[config.mk]
export PLATFORM = sky130hd
export DESIGN_NAME = uart_tx_sched_flat
export DESIGN_NICKNAME = d
export VERILOG_FILES = /design/src/rtl/uart_sched_pkg.sv /design/src/rtl/uart_tx_sched_if.sv /design/src/rtl/uart_byte_pacer.sv /design/src/rtl/uart_tx_sched.sv /design/src/flat_wrapper.sv
export SDC_FILE = /design/constraint.sdc
export NUM_CORES = 1
export LEC_CHECK = 0
export CAP_MARGIN = 20
export CORE_MARGIN = 1
export CORE_UTILIZATION = 26
export DETAILED_ROUTE_END_ITERATION = 16
export PLACE_DENSITY = 0.44
export SYNTH_ARGS = -nofsm -noshare
export SYNTH_HDL_FRONTEND = slang
export SYNTH_SLANG_ARGS = --single-unit
[constraint.sdc]
create_clock -name clk -period 7.67 [get_ports clk]
set_clock_uncertainty 0.05 [all_clocks]
set_input_delay 2.301 -clock clk [delete_from_list [all_inputs] [get_ports clk]]
set_output_delay 2.301 -clock clk [all_outputs]
set_load 0.01 [all_outputs]
[src/rtl/uart_sched_pkg.sv]
// Shared types and constants for the uart_tx byte scheduler.
// UART_SCHED_CHK_EN selects the 7-byte packet with a trailing XOR checksum.
package uart_sched_pkg;

  typedef enum logic [1:0] {
    ST_IDLE,
    ST_GRANT,
    ST_SEND,
    ST_GAP
  } state_t;

  typedef enum logic {
    GNT_COORD = 1'b0,
    GNT_THR   = 1'b1
  } grant_t;

  localparam logic [7:0] TYPE_COORD = 8'h01;
  localparam logic [7:0] TYPE_THR   = 8'h02;

`ifdef UART_SCHED_CHK_EN
  localparam int unsigned PKT_LEN = 7;
`else
  localparam int unsigned PKT_LEN = 6;
`endif

  localparam int unsigned IDX_W = 3;

  typedef struct packed {
    logic [7:0]  typ;
    logic [31:0] payload;
  } pkt_t;

`ifdef UART_SCHED_CHK_EN
  function automatic logic [7:0] pkt_chk(input pkt_t pkt);
    return pkt.typ ^ pkt.payload[31:24] ^ pkt.payload[23:16]
                   ^ pkt.payload[15:8]  ^ pkt.payload[7:0];
  endfunction
`endif

  // Byte at position idx of the framed packet; header is excluded from the checksum.
  function automatic logic [7:0] pkt_byte(input logic [IDX_W-1:0] idx,
                                          input logic [7:0]       hdr,
                                          input pkt_t             pkt);
    logic [7:0] b;
    case (idx)
      3'd0:    b = hdr;
      3'd1:    b = pkt.typ;
      3'd2:    b = pkt.payload[31:24];
      3'd3:    b = pkt.payload[23:16];
      3'd4:    b = pkt.payload[15:8];
      3'd5:    b = pkt.payload[7:0];
`ifdef UART_SCHED_CHK_EN
      3'd6:    b = pkt_chk(pkt);
`endif
      default: b = 8'h00;
    endcase
    return b;
  endfunction

endpackage

[src/rtl/uart_tx_sched_if.sv]
// Requester handshakes and uart_tx byte channel of the scheduler.
interface uart_tx_sched_if;
  import uart_sched_pkg::*;

  logic        coord_req;
  logic [15:0] coord_x;
  logic [15:0] coord_y;
  logic        coord_ack;
  logic        thr_req;
  logic [31:0] thr_data;
  logic        thr_ack;
  logic [7:0]  tx_data;
  logic        tx_trig;
  logic        busy;

  modport master (
    output coord_req, coord_x, coord_y, thr_req, thr_data,
    input  coord_ack, thr_ack, tx_data, tx_trig, busy
  );

  modport slave (
    input  coord_req, coord_x, coord_y, thr_req, thr_data,
    output coord_ack, thr_ack, tx_data, tx_trig, busy
  );

endinterface

[src/rtl/uart_byte_pacer.sv]
// Byte-slot gap counter: after a start pulse, done pulses in the last of SLOT_CYC-1 gap cycles.
module uart_byte_pacer #(
  parameter int unsigned SLOT_CYC = 57288
) (
  input  logic clk,
  input  logic rst,
  input  logic start,
  output logic busy,
  output logic done
);

  localparam int unsigned CNT_W = (SLOT_CYC > 1) ? $clog2(SLOT_CYC) : 1;

  logic [CNT_W-1:0] cnt;
  logic             run;

  // cnt holds the 1-based gap cycle index; it is only cleared by start.
  always_ff @(posedge clk or posedge rst) begin
    if (rst) begin
      cnt  <= '0;
      run  <= 1'b0;
      done <= 1'b0;
      busy <= 1'b0;
    end else begin
      done <= 1'b0;
      if (done) begin
        busy <= 1'b0;
      end
      if (start) begin
        cnt  <= CNT_W'(1);
        run  <= 1'b1;
        busy <= 1'b1;
      end else if (run) begin
        cnt <= cnt + CNT_W'(1);
        if (cnt == CNT_W'(SLOT_CYC - 2)) begin
          run  <= 1'b0;
          done <= 1'b1;
        end
      end
    end
  end

endmodule

[src/rtl/uart_tx_sched.sv]
// Round-robin scheduler framing coord/threshold reports onto the uart_tx byte channel.
// Optional UART_SCHED_CHK_EN appends an XOR checksum byte to every packet.
module uart_tx_sched
  import uart_sched_pkg::*;
#(
  parameter int unsigned UART_BPS = 9600,
  parameter int unsigned CLK_FREQ = 50_000_000,
  parameter logic [7:0]  HDR_BYTE = 8'hA5,
  parameter int unsigned GAP_BITS = 11
) (
  input logic             clk,
  input logic             rst,
  uart_tx_sched_if.slave  bus
);

  localparam int unsigned BIT_CYC  = CLK_FREQ / UART_BPS;
  localparam int unsigned SLOT_CYC = BIT_CYC * GAP_BITS;

  state_t              state;
  grant_t              last_grant;
  grant_t              winner_c;
  pkt_t                pkt;
  logic [IDX_W-1:0]    byte_idx;
  logic                pacer_start_c;
  logic                pacer_busy;
  logic                pacer_done;

  // Tie goes to whoever was not served last.
  always_comb begin
    winner_c = GNT_COORD;
    if (bus.coord_req && bus.thr_req) begin
      winner_c = (last_grant == GNT_THR) ? GNT_COORD : GNT_THR;
    end else if (bus.thr_req) begin
      winner_c = GNT_THR;
    end
  end

  assign pacer_start_c = (state == ST_SEND);

  uart_byte_pacer #(
    .SLOT_CYC (SLOT_CYC)
  ) u_pacer (
    .clk   (clk),
    .rst   (rst),
    .start (pacer_start_c),
    .busy  (pacer_busy),
    .done  (pacer_done)
  );

  always_ff @(posedge clk or posedge rst) begin
    if (rst) begin
      state         <= ST_IDLE;
      last_grant    <= GNT_THR;
      pkt           <= '0;
      byte_idx      <= '0;
      bus.coord_ack <= 1'b0;
      bus.thr_ack   <= 1'b0;
      bus.tx_data   <= 8'h00;
      bus.tx_trig   <= 1'b0;
      bus.busy      <= 1'b0;
    end else begin
      bus.coord_ack <= 1'b0;
      bus.thr_ack   <= 1'b0;
      bus.tx_trig   <= 1'b0;
      case (state)
        ST_IDLE: begin
          if (bus.coord_req || bus.thr_req) begin
            state      <= ST_GRANT;
            bus.busy   <= 1'b1;
            byte_idx   <= '0;
            last_grant <= winner_c;
            if (winner_c == GNT_COORD) begin
              pkt.typ       <= TYPE_COORD;
              pkt.payload   <= {bus.coord_x, bus.coord_y};
              bus.coord_ack <= 1'b1;
            end else begin
              pkt.typ     <= TYPE_THR;
              pkt.payload <= bus.thr_data;
              bus.thr_ack <= 1'b1;
            end
          end
        end
        ST_GRANT: begin
          state       <= ST_SEND;
          bus.tx_trig <= 1'b1;
          bus.tx_data <= pkt_byte(byte_idx, HDR_BYTE, pkt);
        end
        ST_SEND: begin
          state <= ST_GAP;
        end
        ST_GAP: begin
          // A pacer that went idle without a done also closes the slot.
          if (pacer_done || !pacer_busy) begin
            if (byte_idx == IDX_W'(PKT_LEN - 1)) begin
              state    <= ST_IDLE;
              bus.busy <= 1'b0;
            end else begin
              state       <= ST_SEND;
              byte_idx    <= byte_idx + IDX_W'(1);
              bus.tx_trig <= 1'b1;
              bus.tx_data <= pkt_byte(byte_idx + IDX_W'(1), HDR_BYTE, pkt);
            end
          end
        end
        default: state <= ST_IDLE;
      endcase
    end
  end

endmodule
[src/flat_wrapper.sv]
// flat-port wrapper written by rule: the top's interface ports become plain ports
module uart_tx_sched_flat import uart_sched_pkg::*;
#(
  parameter int unsigned UART_BPS = 9600,
  parameter int unsigned CLK_FREQ = 50_000_000,
  parameter logic [7:0]  HDR_BYTE = 8'hA5,
  parameter int unsigned GAP_BITS = 11
)
  (clk, rst, bus_coord_req, bus_coord_x, bus_coord_y, bus_thr_req, bus_thr_data, bus_coord_ack, bus_thr_ack, bus_tx_data, bus_tx_trig, bus_busy);
  uart_tx_sched_if bus_i ();
  input logic clk;
  input logic rst;
  input wire logic [$bits(bus_i.coord_req)-1:0] bus_coord_req;
  input wire logic [$bits(bus_i.coord_x)-1:0] bus_coord_x;
  input wire logic [$bits(bus_i.coord_y)-1:0] bus_coord_y;
  input wire logic [$bits(bus_i.thr_req)-1:0] bus_thr_req;
  input wire logic [$bits(bus_i.thr_data)-1:0] bus_thr_data;
  output wire logic [$bits(bus_i.coord_ack)-1:0] bus_coord_ack;
  output wire logic [$bits(bus_i.thr_ack)-1:0] bus_thr_ack;
  output wire logic [$bits(bus_i.tx_data)-1:0] bus_tx_data;
  output wire logic [$bits(bus_i.tx_trig)-1:0] bus_tx_trig;
  output wire logic [$bits(bus_i.busy)-1:0] bus_busy;
  assign bus_i.coord_req = bus_coord_req;
  assign bus_i.coord_x = bus_coord_x;
  assign bus_i.coord_y = bus_coord_y;
  assign bus_i.thr_req = bus_thr_req;
  assign bus_i.thr_data = bus_thr_data;
  assign bus_coord_ack = bus_i.coord_ack;
  assign bus_thr_ack = bus_i.thr_ack;
  assign bus_tx_data = bus_i.tx_data;
  assign bus_tx_trig = bus_i.tx_trig;
  assign bus_busy = bus_i.busy;
  uart_tx_sched #(.UART_BPS(UART_BPS), .CLK_FREQ(CLK_FREQ), .HDR_BYTE(HDR_BYTE), .GAP_BITS(GAP_BITS)) u_core (.clk(clk), .rst(rst), .bus(bus_i));
endmodule
* Word-level counts from Yosys, hierarchy flattened
Index checks and enable logic that the tools add are counted. Widths: inputs -> output; s select.
Operators by class: add/sub/neg operators 2, equality and inequality tests 18, muxes and demuxes 40, reduce and logical (&&, ||, !) cells 16
Operators by type and width (number):
- $pmux 8 s6 | 2
- $mux 34 | 1
- $mux 16 | 2
- $mux 1 | 22
- $add 16x1->16 const B | 1
- $eq 16x16->1 const B | 1
- $mux 8 | 2
- $pmux 8 s2 | 1
- $eq 3x2->1 const B | 4
- $eq 3x3->1 const B | 4
- $mux 3 | 3
- $pmux 2 s4 | 1
- $reduce_and 4->1 | 2
- $reduce_bool 2->1 | 4
- $eq 3x1->1 const B | 2
- $logic_not 3->1 | 2
- $mux 2 | 3
- $ne 2x1->1 const B | 3
- $pmux 3 s2 | 1
- $eq 2x2->1 const B | 2
- $pmux 1 s2 | 2
- $reduce_and 2->1 | 2
- $add 3x1->3 const B | 1
- $reduce_and 3->1 | 1
- other kinds (6) | 7
Storage, ports and cells: flip-flop bits (word level) 77

* Logic depth before layout (Yosys ltp)
depth in word-level cells 6, depth in mapped cells 9, gate-level depth less buffers 6

* Hierarchy
A second synthesis with hierarchy kept.
Unflattened totals: cell total of the unflattened synthesis 397, area, all modules 3893.7 um^2
Modules (own cells, without submodules):
- uart_tx_sched | times used 1, cells an instance 300, area each 2910.3 um^2, sequential area each 1302.5 um^2
- uart_byte_pacer | times used 1, cells an instance 97, area each 983.4 um^2, sequential area each 475.5 um^2

* Least setup slack after synthesis
No wires, ideal clock.
path type input to register, start input port bus_thr_req, end register u_core.pkt[10] in the netlist's numbering, arrival time 3.150 ns, data required time 7.487 ns, setup slack 4.337 ns, cell stages on the path 5, cell sequence a21boi_0 -> buf_2 -> buf_2 -> mux2i_1 -> o21ai_0
On the way: word-level cells in the longest chain between the ends 3
Ends and longest elaborated chain:
- start, declared | RTL line flat_wrapper.sv:16 | input wire logic [$bits(bus_i.thr_req)-1:0] bus_thr_req;
- $mux 1 or $logic_and 1x1->1 (tied branches) | RTL line uart_tx_sched.sv:33, uart_tx_sched.sv:31
- $mux 1 | RTL line uart_tx_sched.sv:31 | if (bus.coord_req && bus.thr_req) begin
- $mux 34 | RTL line uart_tx_sched.sv:72 | if (winner_c == GNT_COORD) begin
- end, declared | RTL line uart_tx_sched.sv:22 | pkt_t pkt;
Parallel ways exist; a longest one is shown, timed or not. A chain may end at the register's enable or synchronous reset.

* Worst setup path in the final report
start input port bus_thr_req, end register u_core.pkt[22] in the netlist's numbering
The elaborated chain is that of the path after synthesis.

==> impl_metrics.tcl <==
set metrics [dict create \
    row_count 44 \
    fp.coreArea_um2 14590 \
    worstReg2RegStart "u_core.byte_idx[2]" \
    fin_ws_ns 3.770 \
    synthArstFlopShare_pct 100.0 \
    cts_root_buf "clkbuf_16" \
    dieWidth_um 124.4 \
    yosys.area.top_type_share_pct 44.94 \
    synth_seq_area_share_pct 45.62 \
    post_drt_via_cell_ratio 4.893 \
    synth_mux_area_share_pct 9.888 \
    clkSinkCount 71 \
    synth_area_leaders "dfrtp_1 45%, mux2i_1 8.7%, nand2_1 5.7%" \
    cts_setup_buffers 0 \
    synth_top_family_by_area "compound AO/OA/AOI/OAI gates" \
    syn_inst 409 \
    setup.worst_path.start "bus_thr_req" \
    clk_pin_slew_worst_paths_ns 0.05 \
    clk_latency_ns 0.33 \
    ys_types 57 \
    cts_hold_buffers 0 \
    io_buffers 79 \
    p_leak_nw 2.215 \
    area_delta_synth_final_pct 33.03 \
    setup_tns_ns 0 \
    maxCapViolations 0 \
    r2r_setup_slack_ns 4.85 \
    grt_pass1_wl_um 17860 \
    wirelength_um 10510 \
    max_stage_delay_ns 0.61 \
    worst_slew_pin_slew_ns 0.9193 \
    num_vias 3249 \
    hpwlAfterDp_um 7471 \
    num_io_pins 80 \
    min_period_ns 3.900 \
    track_usage_pct 14.59 \
    synth_seq_cells 71 \
    ys_warn_count 0 \
    max_freq_mhz 256.4 \
    cts_tree "built" \
    powerDensity_nw_per_um2 289.7 \
    antenna_found_initial 0 \
    yosysMostFrequentCell "dfrtp_1" \
    worst-setup-path-type "in2reg" \
    dieArea_um2 15480 \
    dr.pass1.iters 4 \
    synth_compound_area_share_pct 19.45 \
    place_area_um2 4841 \
    n_antenna_cell 0 \
    worstPathMaxFanout 34 \
    start_util_pct 26.72 \
    path_delay_family "buffers and inverters" \
    r2r_cells 6 \
    nNetsFinal 551 \
    synth_adder_area_share_pct 2.568 \
    drt_iter0_drc 155 \
    grt_pass1_vias 3268 \
    synth_simple_gate_area_share_pct 15.57 \
    drc_errors 0 \
    slowest_stage "clkdlybuf4s50_1" \
    grt_overflow 0 \
    hold_class "reg2reg" \
    nFillCells 1462 \
    start_kind "primary input" \
    clockBufferDepth 2 \
    rsz0062_at_grt "no" \
    drive_above_1_share_pct 7.708 \
    die_y_um 124.4 \
    grt_max_degree 72 \
    cp_num_buf_inv 2 \
    relSlewSlack_pct 38.71 \
    path_cells "clkdlybuf4s50_1, a21boi_4, buf_4, mux2i_1, o21ai_0" \
    finalSetupViolCount 0 \
    numCtsBuffers 9 \
    critPathArrivalTime_ns 4.03 \
    outcome "completed" \
    syn-num-nets 485 \
    gp_congestion 0.8301 \
    wl_per_cell_um 15.83 \
    dp_slack_ns 3.408 \
    fin_util_pct 35.54 \
    finalMaxSlewViolations 0 \
    synth_xor_area_share_pct 2.697 \
    syn-cell-area_um2 3897 \
    hold_path_depth 2 \
    ys.flop_type "dfrtp_1" \
    synth_top_cell_by_area "dfrtp_1" \
    htreeDepth 3 \
    avgSynthCellArea_um2 9.529 \
    cts_resized 0 \
    irDropWorstVdd_v 0.0001037 \
    synth_commonest_cells "70 x dfrtp_1, 59 x nand2_1, 39 x o21ai_0" \
    crit_required_ns 7.80 \
    antenna_left 0 \
    finalInstanceArea_um2 5185 \
    worstReg2RegEnd "u_core.bus.tx_data[1]" \
    hold_viol_final 0 \
    synth_edf_count 0 \
    fin_crit_sh_pct 50.85 \
    hold_end "u_core.pkt[1]" \
    min-delay-start "u_core.pkt[1]" \
    endpoint_kind "flip-flop" \
]
[worst max path at each step]
stage,to,slack (ns),depth (start not counted)
2_1_floorplan,u_core.bus.busy,3.52,1
3_3_place_gp,u_core.pkt[22],3.46,5
3_5_place_dp,u_core.pkt[22],3.41,5
4_1_cts,u_core.pkt[22],3.77,5
5_1_grt,u_core.pkt[22],3.61,5
6_report,u_core.pkt[22],3.77,5
[layer usage]
layer / up-vias / wire, um / track usage, %
met2: 90 / 4279 / 19.27
met5: - / 0 / 0
met4: 0 / 170 / 6.237
met1: 1527 / 5577 / 22.86
met3: 11 / 483 / 2.320
li1: 1621 / - / -
[tightest hold or removal path: stages (launching register included)]
cell and delay (ns):
dfrtp_1 0.36, nand2_1 0.05, o21ai_0 0.06
[stage by stage]
stage	cells	power, mW	hold slack (ns)
CTS	664	1.517	0.4618
floorplan	409	0.8469	0.4120
finish	664	1.502	0.4572
detailed placement	648	1.035	0.4477
global placement	648	1.025	0.4314
global route	664	1.604	0.4966
[report_power, final]
group	internal [mW]	switching, mW
Combinational	0.225	0.285
Clock	0.320	0.155
Sequential	0.440	0.0768
[flip-flops by register name, indices dropped and copies added (netlist names), 2 cells and up]
name	cells
u_core.state	2
u_core.bus.tx_data	8
u_core.byte_idx	3
u_core.u_pacer.cnt	16
u_core.pkt	34
[placed cells by master, fill, tap and decap left out, types with 3 or more instances in the layout]
| cell | count |
|---|---|
| a21o_1 | 4 |
| a21oi_1 | 25 |
| a221oi_1 | 6 |
| a22o_1 | 4 |
| a22oi_1 | 9 |
| a2bb2oi_1 | 3 |
| a31o_2 | 3 |
| a31oi_1 | 5 |
| and2_1 | 4 |
| buf_4 | 4 |
| clkbuf_16 | 9 |
| clkbuf_8 | 4 |
| clkdlybuf4s50_1 | 79 |
| dfrtp_1 | 70 |
| ha_1 | 8 |
| inv_1 | 8 |
| mux2_2 | 4 |
| mux2i_1 | 34 |
| nand2_1 | 59 |
| nand3_1 | 11 |
| nand4_1 | 5 |
| nor2_1 | 22 |
| nor2b_1 | 3 |
| nor3_1 | 5 |
| o21ai_0 | 39 |
| o21bai_1 | 3 |
| xnor2_1 | 6 |
| xor2_1 | 6 |
[logic make-up (layout without fill, tap and decap cells)]
kind of cell             count (synthesis)  after routing
AO/OA/AOI/OAI                          117            117
XOR/XNOR                                12             12
adder cells (fa/ha/maj)                  8              8
buffers and inverters                   37            108
flip-flops                              71             71
multiplexers                            38             38
AND/OR/NAND/NOR                        126            126
[area by class of cell]
class / instances / area, um^2 / area share, %
well taps: 184 / 230.2 / 4.440
flip-flops and latches: 71 / 1778 / 34.29
inverters: 9 / 33.78 / 0.6515
clock buffers: 14 / 284.0 / 5.478
clock inverters: 2 / 60.06 / 1.158
repair buffers: 83 / 820.8 / 15.83
multi-input cells: 301 / 1978 / 38.15
(Power assumes the default switching activity.)
